===== src/rtl/seg_scan_mux_if.sv =====
// +---------------------------------------------------------------------------+
// | seg_scan_mux_if: per-digit segment inputs and scanned display outputs.     |
// | Rev 1.0                                                                    |
// +---------------------------------------------------------------------------+
`default_nettype none

interface seg_scan_mux_if;
  logic       enable;
  logic [6:0] Display0;
  logic [6:0] Display1;
  logic [6:0] Display2;
  logic [6:0] Display3;
  logic [3:0] digit_en;
  logic [6:0] seg;
  logic [3:0] an;
  logic       frame_tick;

  modport master (
    output enable, Display0, Display1, Display2, Display3, digit_en,
    input  seg, an, frame_tick
  );

  modport slave (
    input  enable, Display0, Display1, Display2, Display3, digit_en,
    output seg, an, frame_tick
  );
endinterface

`default_nettype wire


===== src/rtl/seg_scan_mux.sv =====
// +---------------------------------------------------------------------------+
// | seg_scan_mux: time-multiplexed four-digit seven-segment scanner with      |
// | per-frame snapshot, anti-ghosting blank gap and leading-digit masking.    |
// | Rev 1.0                                                                    |
// +---------------------------------------------------------------------------+
`default_nettype none

module seg_scan_mux #(
  parameter int DWELL = 1000,
  parameter int BLANK = 8
) (
  input  wire             Clock,
  input  wire             reset,
  seg_scan_mux_if.slave   bus
);

  localparam int c_MAXC = (DWELL > BLANK) ? DWELL : BLANK;
  localparam int c_CW   = $clog2(c_MAXC + 1);
  localparam logic [c_CW-1:0] c_DWELL_LAST = c_CW'(DWELL - 1);
  localparam logic [c_CW-1:0] c_BLANK_LAST = c_CW'(BLANK - 1);
  localparam logic [c_CW-1:0] c_ONE        = c_CW'(1);
  localparam logic [6:0]      c_SEG_DARK   = 7'h7F;
  localparam logic [3:0]      c_AN_DARK    = 4'hF;

  typedef enum logic [1:0] {
    S_IDLE  = 2'd0,
    S_LATCH = 2'd1,
    S_GAP   = 2'd2,
    S_SHOW  = 2'd3
  } state_t;

  state_t           r_state;
  logic [1:0]       r_digit;
  logic [c_CW-1:0]  r_cnt;
  logic [3:0][6:0]  r_shadow;
  logic [3:0]       r_en;
  logic [6:0]       r_seg;
  logic [3:0]       r_an;
  logic             r_frame_tick;

  logic [1:0]       w_sel;
  logic [6:0]       w_lit_seg;
  logic [3:0]       w_lit_an;
  logic             w_dwell_done;
  logic             w_capture;

  // Digit about to be lit on the next SHOW entry; outputs are computed for
  // the state being entered so that an and seg switch on the same edge.
  always_comb begin
    w_sel = r_digit;
    if (r_state == S_SHOW) begin
      w_sel = r_digit + 2'd1;
    end else if (r_state == S_LATCH) begin
      w_sel = 2'd0;
    end
    w_lit_seg = r_en[w_sel] ? r_shadow[w_sel] : c_SEG_DARK;
    w_lit_an  = r_en[w_sel] ? ~(4'b0001 << w_sel) : c_AN_DARK;
  end

  assign w_dwell_done = (r_state == S_SHOW) && (r_cnt == c_DWELL_LAST);
  assign w_capture    = bus.enable &&
                        ((r_state == S_IDLE) || (w_dwell_done && (r_digit == 2'd3)));

  always_ff @(posedge Clock or negedge reset) begin
    if (!reset) begin
      r_shadow <= {4{c_SEG_DARK}};
      r_en     <= 4'b0000;
    end else if (w_capture) begin
      r_shadow <= {bus.Display3, bus.Display2, bus.Display1, bus.Display0};
      r_en     <= bus.digit_en;
    end
  end

  always_ff @(posedge Clock or negedge reset) begin
    if (!reset) begin
      r_state      <= S_IDLE;
      r_digit      <= 2'd0;
      r_cnt        <= '0;
      r_seg        <= c_SEG_DARK;
      r_an         <= c_AN_DARK;
      r_frame_tick <= 1'b0;
    end else begin
      r_frame_tick <= 1'b0;
      if (!bus.enable) begin
        r_state <= S_IDLE;
        r_digit <= 2'd0;
        r_cnt   <= '0;
        r_seg   <= c_SEG_DARK;
        r_an    <= c_AN_DARK;
      end else begin
        case (r_state)
          S_IDLE: begin
            r_state      <= S_LATCH;
            r_digit      <= 2'd0;
            r_cnt        <= '0;
            r_frame_tick <= 1'b1;
          end
          S_LATCH: begin
            r_cnt <= '0;
            if (BLANK > 0) begin
              r_state <= S_GAP;
            end else begin
              r_state <= S_SHOW;
              r_seg   <= w_lit_seg;
              r_an    <= w_lit_an;
            end
          end
          S_GAP: begin
            if (r_cnt == c_BLANK_LAST) begin
              r_state <= S_SHOW;
              r_cnt   <= '0;
              r_seg   <= w_lit_seg;
              r_an    <= w_lit_an;
            end else begin
              r_cnt <= r_cnt + c_ONE;
            end
          end
          S_SHOW: begin
            if (w_dwell_done) begin
              r_cnt <= '0;
              if (r_digit == 2'd3) begin
                r_state      <= S_LATCH;
                r_digit      <= 2'd0;
                r_frame_tick <= 1'b1;
                r_seg        <= c_SEG_DARK;
                r_an         <= c_AN_DARK;
              end else if (BLANK > 0) begin
                r_state <= S_GAP;
                r_digit <= r_digit + 2'd1;
                r_seg   <= c_SEG_DARK;
                r_an    <= c_AN_DARK;
              end else begin
                r_digit <= r_digit + 2'd1;
                r_seg   <= w_lit_seg;
                r_an    <= w_lit_an;
              end
            end else begin
              r_cnt <= r_cnt + c_ONE;
            end
          end
          default: begin
            r_state <= S_IDLE;
          end
        endcase
      end
    end
  end

  assign bus.seg        = r_seg;
  assign bus.an         = r_an;
  assign bus.frame_tick = r_frame_tick;

endmodule

`default_nettype wire

===== src/flat_wrapper.sv =====
// flat-port wrapper written by rule: the top's interface ports become plain ports
module seg_scan_mux_flat 
#(
  parameter int DWELL = 1000,
  parameter int BLANK = 8
)
  (Clock, reset, bus_enable, bus_Display0, bus_Display1, bus_Display2, bus_Display3, bus_digit_en, bus_seg, bus_an, bus_frame_tick);
  seg_scan_mux_if bus_i ();
  input  wire Clock;
  input  wire reset;
  input wire logic [$bits(bus_i.enable)-1:0] bus_enable;
  input wire logic [$bits(bus_i.Display0)-1:0] bus_Display0;
  input wire logic [$bits(bus_i.Display1)-1:0] bus_Display1;
  input wire logic [$bits(bus_i.Display2)-1:0] bus_Display2;
  input wire logic [$bits(bus_i.Display3)-1:0] bus_Display3;
  input wire logic [$bits(bus_i.digit_en)-1:0] bus_digit_en;
  output wire logic [$bits(bus_i.seg)-1:0] bus_seg;
  output wire logic [$bits(bus_i.an)-1:0] bus_an;
  output wire logic [$bits(bus_i.frame_tick)-1:0] bus_frame_tick;
  assign bus_i.enable = bus_enable;
  assign bus_i.Display0 = bus_Display0;
  assign bus_i.Display1 = bus_Display1;
  assign bus_i.Display2 = bus_Display2;
  assign bus_i.Display3 = bus_Display3;
  assign bus_i.digit_en = bus_digit_en;
  assign bus_seg = bus_i.seg;
  assign bus_an = bus_i.an;
  assign bus_frame_tick = bus_i.frame_tick;
  seg_scan_mux #(.DWELL(DWELL), .BLANK(BLANK)) u_core (.Clock(Clock), .reset(reset), .bus(bus_i));
endmodule

===== config.mk =====
export PLATFORM = sky130hd
export DESIGN_NAME = seg_scan_mux_flat
export DESIGN_NICKNAME = d
export VERILOG_FILES = /design/src/rtl/seg_scan_mux_if.sv /design/src/rtl/seg_scan_mux.sv /design/src/flat_wrapper.sv
export SDC_FILE = /design/constraint.sdc
export NUM_CORES = 1
export LEC_CHECK = 0
export ABC_AREA = 0
export ABC_CLOCK_PERIOD_IN_PS = 4300
export CORE_ASPECT_RATIO = 1.1
export CORE_UTILIZATION = 58
export CTS_BUF_LIST = sky130_fd_sc_hd__clkbuf_16
export CTS_CLUSTER_SIZE = 40
export DETAILED_ROUTE_END_ITERATION = 8
export PLACE_DENSITY = 0.92
export SLEW_MARGIN = 0
export SYNTH_ARGS = -nofsm -noshare
export SYNTH_HDL_FRONTEND = slang
export SYNTH_SLANG_ARGS = --single-unit

===== constraint.sdc =====
create_clock -name Clock -period 4.3 [get_ports Clock]
set_input_delay 0.86 -clock Clock [delete_from_list [all_inputs] [get_ports Clock]]
set_output_delay 0.86 -clock Clock [all_outputs]
set_load 0.05 [all_outputs]

==> flow_metrics.tcl <==
set metrics [dict create \
    status "finished, final reports clean" \
    layout_common_cells "clkdlybuf4s50_1, dfstp_2, inv_1, mux2_2, dfrtp_1" \
    synth_cells 247 \
    area_growth_pct 26.0 \
    slew_headroom 0.251 \
    cts_tree "done" \
    clkSinkCount 58 \
    fin_ws_ps 1530 \
    root_buffer "clkbuf_16" \
    finalCritPeriodShare 0.645 \
    path_clk_slew_ps 50 \
    wl_per_cell_um 18.4 \
    layout_commonest_cell "clkdlybuf4s50_1" \
    synthFlopType "dfstp_2" \
    syn_area_um2 2970 \
    drt_first_pass_iters 5 \
    reg2reg_slack_ps 1530 \
    combPwrFrac 0.288 \
    grt_max_degree 36 \
    cp_max_fo 11 \
    grt_first_pass_wirelength_um 10800 \
    cts_resized 0 \
    whs_ps 458 \
    tns_ps 0 \
    drt-total-wl_um 6580 \
    whs_path_depth 1 \
    overflow 0 \
    slowest_stage "mux2i_1" \
    antenna_left 0 \
    initial_core_util 0.622 \
    power.density_nw_per_um2 602 \
    rows 26 \
    synth_fp_nets 289 \
    slew_violations 0 \
    endpoint_kind "flop" \
    rsz0062_at_grt "no" \
    worst_pin_slew_ps 1090 \
    fin_nets 338 \
    hold_viol 0 \
    h-tree-depth 3 \
    clock.fmax_mhz 360 \
    via_count 2135 \
    cp_cell_sequence "inv_1, ha_1, nand2b_1, mux2i_1, or4bb_1, mux2_2" \
    seqPwrFrac 0.412 \
    power.internal_mw 1.60 \
    max_stage_delay_ps 880 \
    die_area_um2 5420 \
    synth_edf_count 0 \
    die_w_um 70.3 \
    synth_cell_types 46 \
    io_pins 47 \
    drc 0 \
    placed_area_um2 3460 \
    cp.arrival_ps 3020 \
    clk-insertion-delay-late_ps 330 \
    drt_iter0_markers 130 \
    r2r-start "u_core.r_state[1]" \
    gp_routability_congestion 0.872 \
    vias_per_cell 5.98 \
    p_sw_frac 0.288 \
    finalPower_mw 2.25 \
    finalCriticalPeriod_ps 2770 \
    clk_path_buf_depth 2 \
    leakagePower_nw 1.55 \
    final_layout_size_suffix_gt1_frac 0.352 \
    ys_warn_count 0 \
    antenna_cells 0 \
    dp_hpwl_um 4480 \
    start_kind "flop" \
    path_buf_inv 1 \
    critical_path_required_ps 4550 \
    critical-path-top-delay-family "multiplexers" \
    port_buffers 46 \
    hold_end "u_core.r_cnt[0]" \
    avgSynthCellArea_um2 12.0 \
    switchingPower_mw 0.650 \
    final_design_area_no_fill_um2 3750 \
    postCtsSetupBuffers 0 \
    p_clk_frac 0.300 \
    fin_skew_ps 6.67 \
    drv_cap 0 \
    track_usage 0.265 \
    async_flop_share 1.00 \
    core-area_um2 4780 \
    seq_area_frac_synth 0.504 \
    die_h_um 77.1 \
    numCtsBuffers 9 \
    ys_seq_elements 58 \
    r2r_cells 6 \
    worstHoldStart "u_core.r_cnt[0]" \
    r2r-end "u_core.bus.an[1]" \
    grt_pass1_vias 2268 \
    peakVddDrop_mv 0.409 \
    grt_antenna_before_repair 0 \
    setup-violations-final 0 \
    critPathKind "reg2reg" \
    worstHoldPathType "reg2reg" \
    preCtsSetupSlack_ps 1570 \
    hold_buffers 0 \
]
==> how the worst max path moves through the flow <==
stage	from	to	slack (ps)	depth (start not counted)
6_report	u_core.r_state[1]	u_core.bus.an[1]	1530	6
5_1_grt	u_core.r_state[1]	u_core.bus.an[1]	1400	6
4_1_cts	u_core.r_state[1]	u_core.bus.an[1]	1570	6
3_5_place_dp	u_core.r_state[1]	u_core.bus.an[1]	1570	6
3_3_place_gp	bus_enable	u_core.bus.an[0]	1690	4
2_1_floorplan	u_core.r_state[1]	u_core.bus.an[0]	2260	7
==> stage by stage <==
step	cells	util
2_1_floorplan	247	-
3_3_place_gp	341	0.724
3_5_place_dp	341	0.724
4_1_cts	357	0.784
5_1_grt	357	0.784
6_report	357	0.784
==> flip-flops by register name (all words and copies together), names as in the netlist <==
name,flops
u_core.bus.seg,7
u_core.bus.an,4
u_core.bus.frame_tick,1
u_core.r_cnt,10
u_core.r_digit,2
u_core.r_state,2
u_core.r_en,4
u_core.r_shadow,28
==> synthesized netlist by cell type, types with 2 or more instances <==
master,n,area share
inv_1,36,0.045
nor2_1,16,0.020
a21oi_1,3,0.0050
xor2_1,2,0.0059
dfrtp_1,19,0.16
nor3_1,4,0.0067
and3_1,2,0.0042
o21a_1,3,0.0076
o31a_1,2,0.0059
mux2_2,35,0.13
nand3_1,5,0.0084
dfstp_2,39,0.34
mux2i_1,4,0.013
mux4_2,7,0.053
xnor2_1,6,0.018
buf_2,6,0.010
o21ai_2,2,0.0059
clkbuf_1,3,0.0038
nand2_1,5,0.0063
a311oi_1,8,0.024
a31oi_1,9,0.019
ha_1,7,0.029
==> layer usage <==
| layer | global-route usage | wire length [um] |
|---|---|---|
| met3 | 0.0683 | 322 |
| met5 | 0 | 0 |
| met4 | 0.166 | 195 |
| met1 | 0.292 | 2560 |
| met2 | 0.450 | 3500 |
==> power by group through the flow <==
stage | registers, mW | logic (mW) | clock network [mW]
6_report | 0.929 | 0.650 | 0.676
5_1_grt | 0.949 | 0.701 | 0.708
4_1_cts | 0.927 | 0.655 | 0.686
3_5_place_dp | 0.928 | 0.641 | 0
3_3_place_gp | 0.917 | 0.600 | 0
2_1_floorplan | 0.923 | 0.460 | 0
==> area by class of cell <==
cell class | count | area (um2)
clock inverters | 7 | 60.1
fillers | 259 | 1030
repair buffers | 48 | 470
clock buffers | 9 | 225
inverters | 36 | 135
multi-input cells | 143 | 1290
flip-flops and latches | 58 | 1500
well taps | 56 | 70.1
==> cell families after synthesis <==
group / synth area share
buffers and inverters: 0.0631
and+or+nand+nor: 0.0934
DFF: 0.504
AOI/OAI and AO/OA: 0.0871
adders and majority gates: 0.0294
xor gates and xnor gates: 0.0236
muxes: 0.199
Power figures use the tool's default switching activity.
